$ cat config.mk
export PLATFORM = sky130hd
export DESIGN_NAME = dcache_mem_ctrl
export DESIGN_NICKNAME = d
export VERILOG_FILES = /design/src/rtl/dcache_mem_ctrl.sv
export SDC_FILE = /design/constraint.sdc
export NUM_CORES = 1
export LEC_CHECK = 0
export BUFFER_PORTS_ARGS = -buffer_cell sky130_fd_sc_hd__clkbuf_2
export CORE_ASPECT_RATIO = 1.4
export CORE_MARGIN = 4
export CORE_UTILIZATION = 40
export CTS_CLUSTER_SIZE = 20
export DETAILED_ROUTE_END_ITERATION = 7
export PLACE_DENSITY_LB_ADDON = 0.3
export SYNTH_ARGS = -nofsm -noshare
export SYNTH_HDL_FRONTEND = slang
export SYNTH_SLANG_ARGS = --single-unit
$ cat constraint.sdc
create_clock -name clk -period 4.51 [get_ports clk]
set_input_delay 0.451 -clock clk [delete_from_list [all_inputs] [get_ports clk]]
set_output_delay 0.451 -clock clk [all_outputs]
set_load 0.02 [all_outputs]
$ cat src/rtl/dcache_mem_ctrl.sv
// Memory-side controller for a write-through data cache: FIFO store buffer
// draining to memory, single-word refills on read misses, one req/ack port.
module dcache_mem_ctrl #(
  parameter int ADDR_WIDTH = 32,
  parameter int DATA_WIDTH = 32,
  parameter int WB_DEPTH = 4,
  parameter logic [2:0] WORD_MODE = 3'b010
) (
  input  logic                  clk,
  input  logic                  rst,
  input  logic                  miss_req,
  input  logic [ADDR_WIDTH-1:0] miss_addr,
  output logic                  refill_valid,
  output logic [DATA_WIDTH-1:0] refill_data,
  input  logic                  st_valid,
  input  logic [ADDR_WIDTH-1:0] st_addr,
  input  logic [DATA_WIDTH-1:0] st_data,
  input  logic [2:0]            st_addr_mode,
  output logic                  st_ready,
  output logic                  stall,
  output logic                  mem_req,
  output logic                  mem_we,
  output logic [ADDR_WIDTH-1:0] mem_addr,
  output logic [DATA_WIDTH-1:0] mem_wdata,
  output logic [2:0]            mem_addr_mode,
  input  logic                  mem_ack,
  input  logic [DATA_WIDTH-1:0] mem_rdata
);

  localparam int PTR_W = $clog2(WB_DEPTH);
  localparam int CNT_W = PTR_W + 1;
  localparam logic [CNT_W-1:0] FULL = CNT_W'(WB_DEPTH);

  localparam logic [1:0] S_IDLE  = 2'd0;
  localparam logic [1:0] S_WRITE = 2'd1;
  localparam logic [1:0] S_READ  = 2'd2;
  localparam logic [1:0] S_RESP  = 2'd3;

  logic [1:0]            state_q, state_d;
  logic [PTR_W-1:0]      wr_ptr_q, wr_ptr_d, rd_ptr_q, rd_ptr_d;
  logic [CNT_W-1:0]      count_q, count_d;
  logic [ADDR_WIDTH-1:0] wb_addr_q [WB_DEPTH];
  logic [ADDR_WIDTH-1:0] wb_addr_d [WB_DEPTH];
  logic [DATA_WIDTH-1:0] wb_data_q [WB_DEPTH];
  logic [DATA_WIDTH-1:0] wb_data_d [WB_DEPTH];
  logic [2:0]            wb_mode_q [WB_DEPTH];
  logic [2:0]            wb_mode_d [WB_DEPTH];
  logic                  mem_req_q, mem_req_d, mem_we_q, mem_we_d;
  logic [ADDR_WIDTH-1:0] mem_addr_q, mem_addr_d;
  logic [DATA_WIDTH-1:0] mem_wdata_q, mem_wdata_d;
  logic [2:0]            mem_mode_q, mem_mode_d;
  logic [DATA_WIDTH-1:0] refill_data_q, refill_data_d;
  logic                  push, pop, raw_hit;

  assign st_ready      = (count_q != FULL);
  assign refill_valid  = (state_q == S_RESP);
  assign refill_data   = refill_data_q;
  assign stall         = (miss_req && !refill_valid) || (st_valid && !st_ready);
  assign mem_req       = mem_req_q;
  assign mem_we        = mem_we_q;
  assign mem_addr      = mem_addr_q;
  assign mem_wdata     = mem_wdata_q;
  assign mem_addr_mode = mem_mode_q;

  // A miss may not bypass any buffered store to the same word.
  always_comb begin
    logic [PTR_W-1:0] idx;
    idx = '0;
    raw_hit = 1'b0;
    for (int k = 0; k < WB_DEPTH; k++) begin
      idx = rd_ptr_q + PTR_W'(k);
      if ((CNT_W'(k) < count_q) &&
          (wb_addr_q[idx][ADDR_WIDTH-1:2] == miss_addr[ADDR_WIDTH-1:2]))
        raw_hit = 1'b1;
    end
  end

  always_comb begin
    push = st_valid && st_ready;
    pop  = (state_q == S_WRITE) && mem_ack;
    wb_addr_d = wb_addr_q;
    wb_data_d = wb_data_q;
    wb_mode_d = wb_mode_q;
    wr_ptr_d  = wr_ptr_q;
    rd_ptr_d  = rd_ptr_q;
    count_d   = count_q;
    if (push) begin
      wb_addr_d[wr_ptr_q] = st_addr;
      wb_data_d[wr_ptr_q] = st_data;
      wb_mode_d[wr_ptr_q] = st_addr_mode;
      wr_ptr_d = wr_ptr_q + PTR_W'(1);
    end
    if (pop)
      rd_ptr_d = rd_ptr_q + PTR_W'(1);
    if (push && !pop)
      count_d = count_q + CNT_W'(1);
    else if (pop && !push)
      count_d = count_q - CNT_W'(1);
  end

  always_comb begin
    state_d       = state_q;
    mem_req_d     = mem_req_q;
    mem_we_d      = mem_we_q;
    mem_addr_d    = mem_addr_q;
    mem_wdata_d   = mem_wdata_q;
    mem_mode_d    = mem_mode_q;
    refill_data_d = refill_data_q;
    case (state_q)
      S_IDLE: begin
        if (miss_req && !raw_hit) begin
          state_d     = S_READ;
          mem_req_d   = 1'b1;
          mem_we_d    = 1'b0;
          mem_addr_d  = {miss_addr[ADDR_WIDTH-1:2], 2'b00};
          mem_wdata_d = '0;
          mem_mode_d  = WORD_MODE;
        end else if (count_q != '0) begin
          state_d     = S_WRITE;
          mem_req_d   = 1'b1;
          mem_we_d    = 1'b1;
          mem_addr_d  = wb_addr_q[rd_ptr_q];
          mem_wdata_d = wb_data_q[rd_ptr_q];
          mem_mode_d  = wb_mode_q[rd_ptr_q];
        end
      end
      S_WRITE: begin
        if (mem_ack) begin
          state_d   = S_IDLE;
          mem_req_d = 1'b0;
        end
      end
      S_READ: begin
        if (mem_ack) begin
          state_d       = S_RESP;
          mem_req_d     = 1'b0;
          refill_data_d = mem_rdata;
        end
      end
      default: state_d = S_IDLE;
    endcase
  end

  always_ff @(posedge clk) begin
    if (rst) begin
      state_q       <= S_IDLE;
      wr_ptr_q      <= '0;
      rd_ptr_q      <= '0;
      count_q       <= '0;
      mem_req_q     <= 1'b0;
      mem_we_q      <= 1'b0;
      mem_addr_q    <= '0;
      mem_wdata_q   <= '0;
      mem_mode_q    <= '0;
      refill_data_q <= '0;
    end else begin
      state_q       <= state_d;
      wr_ptr_q      <= wr_ptr_d;
      rd_ptr_q      <= rd_ptr_d;
      count_q       <= count_d;
      mem_req_q     <= mem_req_d;
      mem_we_q      <= mem_we_d;
      mem_addr_q    <= mem_addr_d;
      mem_wdata_q   <= mem_wdata_d;
      mem_mode_q    <= mem_mode_d;
      refill_data_q <= refill_data_d;
    end
  end

  // Buffer storage carries no reset; validity is tracked by the pointers.
  always_ff @(posedge clk) begin
    wb_addr_q <= wb_addr_d;
    wb_data_q <= wb_data_d;
    wb_mode_q <= wb_mode_d;
  end

endmodule

==> impl_metrics.json, run 1 <==
{
  "worst_slew_pin_slew_ns": 1.12,
  "finalSetupViolations": 0,
  "vias_per_cell": 5.52,
  "cts_hold_buf": 0,
  "grt_antenna_before_repair": 14,
  "pin_count": 240,
  "worstReg2RegStart": "rd_ptr_q[1]",
  "layout_commonest_cell": "edfxtp_1",
  "first_pass_iters": 8,
  "drtIter0Drc": 798,
  "die_w_um": 188,
  "numCtsBuffers": 38,
  "cp_cell_sequence": "buf_12 > mux4_2 > xor2_1 > nor4_1 > nand4_1 > or4_1 > o311a_2 > and3_4 > a31oi_1 > buf_4 > o311a_1",
  "globalplace.congestion": 0.934,
  "place_hpwl_um": 35900,
  "post-cts-setup-buffers": 0,
  "initial_core_util_pct": 40.4,
  "clk_latency_ns": 0.56,
  "setup_tns_ns": 0,
  "cts_tree": "yes",
  "crit_path_top_delay_cell": "dfxtp_4",
  "synth_edf_count": 268,
  "yosysSeqAreaShare_pct": 56.3,
  "finalCritPeriodShare_pct": 92.0,
  "grt_max_degree": 69,
  "vdd_drop_max_v": 0.000584,
  "critPathRequiredTime_ns": 5.01,
  "die_area_sq_mm": 0.0490,
  "rrSetupSlack_ns": 0.36,
  "rsz0062_at_grt": "no",
  "crit_path_max_incr_delay_ns": 0.72,
  "clk_path_buf_depth": 3,
  "syn2layout_area_growth_pct": 17.0,
  "ys_ff_latch": 378,
  "avgSynthCellArea_sq_um": 13.6,
  "synth_nets": 1491,
  "finalMaxSlewViolations": 0,
  "htree_levels": 2,
  "core_area_sq_mm": 0.0450,
  "cp_max_fo": 37,
  "root_buffer": "clkbuf_16",
  "synth_area_sq_mm": 0.0182,
  "dr_total_vias": 12096,
  "port_buffers": 237,
  "synth_cell_type_count": 66,
  "clkTransAtPathRegs_ns": 0.07,
  "whs_path_depth": 1,
  "relSlewSlack_pct": 25.6,
  "overflow": 0,
  "end_kind": "flop",
  "post-route-drc-count": 0,
  "routedWlPerCell_um": 22.9,
  "grt_pass1_vias": 12394,
  "worst-endpoint-arrival_ns": 4.65,
  "hold_violations": 0,
  "rows": 92,
  "status": "complete, no violations",
  "drt.antenna.violating_nets": 0,
  "r2r_cells": 11,
  "yosys_warnings": 0,
  "r2r-end": "mem_addr[19]",
  "clock_skew_ns": 0.0293,
  "syn_inst": 1342,
  "maxCapViolations": 0,
  "die_height_um": 260,
  "final_util_pct": 47.3,
  "fin_crit_ns": 4.15,
  "p_leak_uw": 0.00746,
  "post_cts_resize_count": 0,
  "drt-total-wl_um": 50300,
  "max_freq_ghz": 0.241,
  "finalNetCount": 1694,
  "grt_use_total_pct": 19.9,
  "hp-class": "input port to flop",
  "grt_pass1_wl_um": 74700,
  "cts.sinks": 378,
  "min_to": "wb_addr_q[112]",
  "synth_ff_type": "edfxtp_1",
  "crit_path_start_kind": "flop",
  "layout_common_cells": "edfxtp_1, clkbuf_2, nand2_1",
  "hold_start": "st_addr[16]",
  "synthArstFlopShare_pct": 0,
  "power.density_mw_per_mm2": 560,
  "critPathKind": "flop to flop",
  "drive_gt1_share_pct": 30.7
}
[area by class of cell]
class,instances,area [sq um]
fill,4051,23700
sequential,378,10300
multi-input combinational,818,7250
timing repair buffer,270,1510
clock buffer,42,966
tap,611,764
clock inverter,28,397
inverter,39,146
antenna,7,17.5
[synth_stat cells, drive strengths merged, types with 3 or more instances]
| master | number | area share [%] |
|---|---|---|
| edfxtp | 268 | 44 |
| nand2 | 160 | 3.3 |
| dfxtp | 110 | 12 |
| mux2i | 107 | 6.2 |
| mux4 | 99 | 12 |
| a21oi | 86 | 2.4 |
| clkbuf | 57 | 1.2 |
| buf | 50 | 2.1 |
| xnor2 | 50 | 2.4 |
| xor2 | 45 | 2.2 |
| nor2 | 40 | 0.82 |
| inv | 39 | 0.80 |
| a221oi | 30 | 1.4 |
| o22ai | 17 | 0.58 |
| o21ai | 16 | 0.44 |
| or2 | 15 | 0.52 |
| mux2 | 14 | 0.87 |
| ha | 13 | 0.89 |
| nand4 | 13 | 0.48 |
| nor4 | 12 | 0.45 |
| o311a | 12 | 0.67 |
| a211oi | 9 | 0.40 |
| nand3 | 7 | 0.19 |
| o2bb2ai | 6 | 0.29 |
| a31oi | 5 | 0.17 |
| and3 | 5 | 0.20 |
| a22oi | 4 | 0.17 |
| a2bb2oi | 4 | 0.19 |
| nor3 | 4 | 0.11 |
| o32ai | 4 | 0.19 |
| a2111oi | 3 | 0.21 |
| a311oi | 3 | 0.14 |
| and2 | 3 | 0.10 |
| nand2b | 3 | 0.10 |
| o2111ai | 3 | 0.14 |
| o211ai | 3 | 0.12 |
| or3 | 3 | 0.10 |
[cell families after synthesis]
family                   Yosys count  share of synthesized area [%]
AND/OR/NAND/NOR                  270                           6.59
multiplexers                     220                           19.3
adder cells (fa/ha/maj)           13                          0.894
XOR/XNOR                          95                           4.57
buffers and inverters            146                           4.05
flip-flops                       378                           56.3
AO/OA/AOI/OAI                    220                           8.24
[per-stage QoR]
step | power [uW] | std cells | hold slack [ns] | worst slack (ns) | area (sq um)
2_1_floorplan | 7260 | 1342 | 0.502 | 1.28 | 18200
3_3_place_gp | 8520 | 2116 | 0.442 | 0.445 | 19900
3_5_place_dp | 8600 | 2116 | 0.445 | 0.467 | 19900
4_1_cts | 12100 | 2186 | 0.0790 | 0.459 | 21300
5_1_grt | 12500 | 2191 | 0.0984 | 0.290 | 21300
6_report | 11900 | 2193 | 0.110 | 0.362 | 21300
[worst max-delay path by stage]
stage                           start            to  slack, ns
final                     rd_ptr_q[1]  mem_addr[19]       0.36
after global routing      rd_ptr_q[0]  mem_addr[27]       0.29
after CTS                 rd_ptr_q[1]  mem_addr[19]       0.46
after detailed placement  rd_ptr_q[1]  mem_addr[19]       0.47
after global placement    rd_ptr_q[1]  mem_addr[19]       0.45
after floorplan           rd_ptr_q[1]  mem_addr[16]       1.28
[power breakdown]
part / internal (uW) / leakage, uW / switching, uW
clock: 2040 / 0.000665 / 1390
combinational: 1420 / 0.00343 / 2430
sequential: 4330 / 0.00336 / 313
[metal layers]
metal / part of all wire (%) / wire, um / track usage (%)
met5: 0.18 / 90 / 0
met4: 5.4 / 2730 / 10.3
met3: 6.0 / 3020 / 4.27
met2: 53 / 26600 / 36.2
met1: 36 / 17900 / 21.7
[flip-flops by register name, indices dropped and copies added (netlist names)]
register       flops
wb_addr_q        128
wb_data_q        128
mem_addr          32
mem_wdata         32
refill_data       32
wb_mode_q         12
count_q            3
mem_addr_mode      3
rd_ptr_q           2
state_q            2
wr_ptr_q           2
mem_req            1
mem_we             1
[worst max-delay path, delay by kind of cell, from the launching register on]
family | cells | cell delay, ns
and+or+nand+nor | 4 | 1.36
muxes | 1 | 0.35
xor gates and xnor gates | 1 | 0.24
AOI/OAI and AO/OA | 3 | 0.88
buffers and inverters | 2 | 0.51
DFF | 1 | 0.72
Note: power is estimated with default switching activity, not from simulation.
==> run 2: changes to the inputs <==
PLACE_DENSITY = 0.63   (was default)
PLACE_DENSITY_LB_ADDON = default   (was 0.3)
==> run 2 against run 1 <==
  * Sequential power hardly changed
  * Combinational power up 1%
  * Flip-flop and latch count did not move
  * Cell area is 0.33% higher
  * Utilization rose by 0.16 points
  * Wire length rose by 1.2%
  * Non-clock buffer count up 13
  * Final cell count rose by 0.55%
  * Clock power is 3% lower
  * Clock skew down 0.013 ns
  * Critical endpoint unchanged
==> impl_metrics.json, run 2 (synthesized netlist as in run 1, its figures left out) <==
{
  "status": "complete, no violations",
  "place_hpwl_um": 37000,
  "crit_buf_inv": 2,
  "die_w_um": 188,
  "clk_latency_ns": 0.55,
  "cp_cell_sequence": "buf_4 > mux4_2 > xnor2_1 > nand4_1 > a2111oi_0 > and4_1 > nand4_1 > and3_4 > a31oi_1 > buf_4 > o311a_1",
  "die_area_sq_mm": 0.0490,
  "globalplace.congestion": 0.941,
  "grt_max_degree": 53,
  "max_freq_ghz": 0.238,
  "worstReg2RegStart": "rd_ptr_q[1]",
  "worst_slew_pin_slew_ns": 1.14,
  "grt_pass1_vias": 12256,
  "rsz0062_at_grt": "no",
  "finalSetupViolations": 0,
  "htree_levels": 2,
  "rows": 92,
  "port_buffers": 237,
  "initial_core_util_pct": 40.4,
  "grt_pass1_wl_um": 75500,
  "cp_max_fo": 52,
  "critPathRequiredTime_ns": 5.00,
  "end_kind": "flop",
  "layout_common_cells": "edfxtp_1, clkbuf_2, nand2_1",
  "pin_count": 240,
  "finalMaxSlewViolations": 0,
  "worst-endpoint-arrival_ns": 4.69,
  "core_area_sq_mm": 0.0450,
  "numCtsBuffers": 38,
  "layout_commonest_cell": "edfxtp_1",
  "first_pass_iters": 5,
  "grt_use_total_pct": 20.0,
  "place_area_sq_mm": 0.0200,
  "cts.sinks": 378,
  "root_buffer": "clkbuf_16",
  "hold_violations": 0,
  "clock_skew_ns": 0.0167,
  "clkTransAtPathRegs_ns": 0.07,
  "drt-total-wl_um": 50900,
  "post-route-drc-count": 0,
  "met3_length_um": 2830,
  "dr_total_vias": 12156,
  "setup_slack_ns": 0.312,
  "cts_tree": "yes",
  "crit_family": "simple AND/OR/NAND/NOR gates",
  "grt_antenna_before_repair": 9,
  "finalNetCount": 1707,
  "cts_hold_buf": 0,
  "wl_met1_um": 18800,
  "drt.antenna.violating_nets": 0,
  "power.density_mw_per_mm2": 555,
  "critPathKind": "flop to flop",
  "hp-class": "input port to flop",
  "final_area_sq_mm": 0.0214,
  "post_cts_resize_count": 0,
  "setup_tns_ns": 0,
  "top_layer": "met5",
  "maxCapViolations": 0,
  "crit_path_start_kind": "flop",
  "vdd_drop_max_v": 0.000347,
  "p_leak_uw": 0.00751,
  "relSlewSlack_pct": 23.7,
  "post-cts-setup-buffers": 0,
  "die_height_um": 260,
  "drive_gt1_share_pct": 31.2,
  "drtIter0Drc": 857,
  "reg_top3": "wb_addr_q (128), wb_data_q (128)",
  "crit_path_top_delay_cell": "dfxtp_4",
  "syn2layout_area_growth_pct": 17.4,
  "crit_path_max_incr_delay_ns": 0.83,
  "dpl_worst_slack_ns": 0.384,
  "overflow": 0,
  "finalCritPeriodShare_pct": 93.1,
  "setup.worst_path.start": "rd_ptr_q[1]",
  "clk_path_buf_depth": 3,
  "wl_met2_um": 27000,
  "instances_no_fill": 2205,
  "hold_start": "st_addr[30]",
  "fin_crit_ns": 4.20,
  "routedWlPerCell_um": 23.1,
  "place_inst": 2129,
  "vias_per_cell": 5.51
}
[run 2: cell types whose count changed in the layout (fill, tap and decap cells not counted)]
cell        delta
buf_4         +13
clkbuf_8       +7
bufinv_16      -4
clkinv_2       -3
clkbuf_1       +2
inv_4          -2
clkbuf_16      +1
clkinv_1       -1
clkinv_4       -1
clkinvlp_4     +1
diode_2        -1
[run 2: worst paths after layout]
kind                      to  slack, ns  depth (start not counted)
min reg2reg  refill_data[10]       0.45                          2
max reg2reg     mem_addr[19]       0.31                         11
min            wb_addr_q[30]       0.12                          1
max             mem_addr[19]       0.31                         11
[run 2: per-stage QoR]
stage / power [uW] / hold WS, ns / utilization (%)
CTS: 12000 / 0.0932 / 47.5
global route: 12400 / 0.0951 / 47.5
detailed placement: 8640 / 0.448 / 44.5
finish: 11900 / 0.116 / 47.5
floorplan: 7260 / 0.502 / -
global placement: 8560 / 0.442 / 44.5
[run 2: area by class of cell]
cell class              instances  area [sq um]
repair buffers                283          1610
clock buffers                  52          1090
clock inverters                18           244
flip-flops and latches        378         10300
multi-input cells             818          7250
well taps                     611           764
inverters                      39           146
fillers                      3978         23600
diodes                          6          15.0
[run 2: power breakdown]
group | internal (uW) | switching, uW | total [uW]
Combinational | 1450 | 2440 | 3890
Sequential | 4330 | 316 | 4650
Clock | 1960 | 1360 | 3320
[run 2: metal layers]
metal	up-vias	global-route usage, %
met1	6116	23.3
li1	5551	-
met2	381	35.9
met3	102	3.73
met4	6	9.20
met5	-	0
[run 2: worst register-to-register path, stage by stage, from the launching register on]
cell and delay (ns):
dfxtp_4 0.83, buf_4 0.37, mux4_2 0.35, xnor2_1 0.26, nand4_1 0.15, a2111oi_0 0.46
and4_1 0.27, nand4_1 0.25, and3_4 0.40, a31oi_1 0.46, buf_4 0.20, o311a_1 0.15
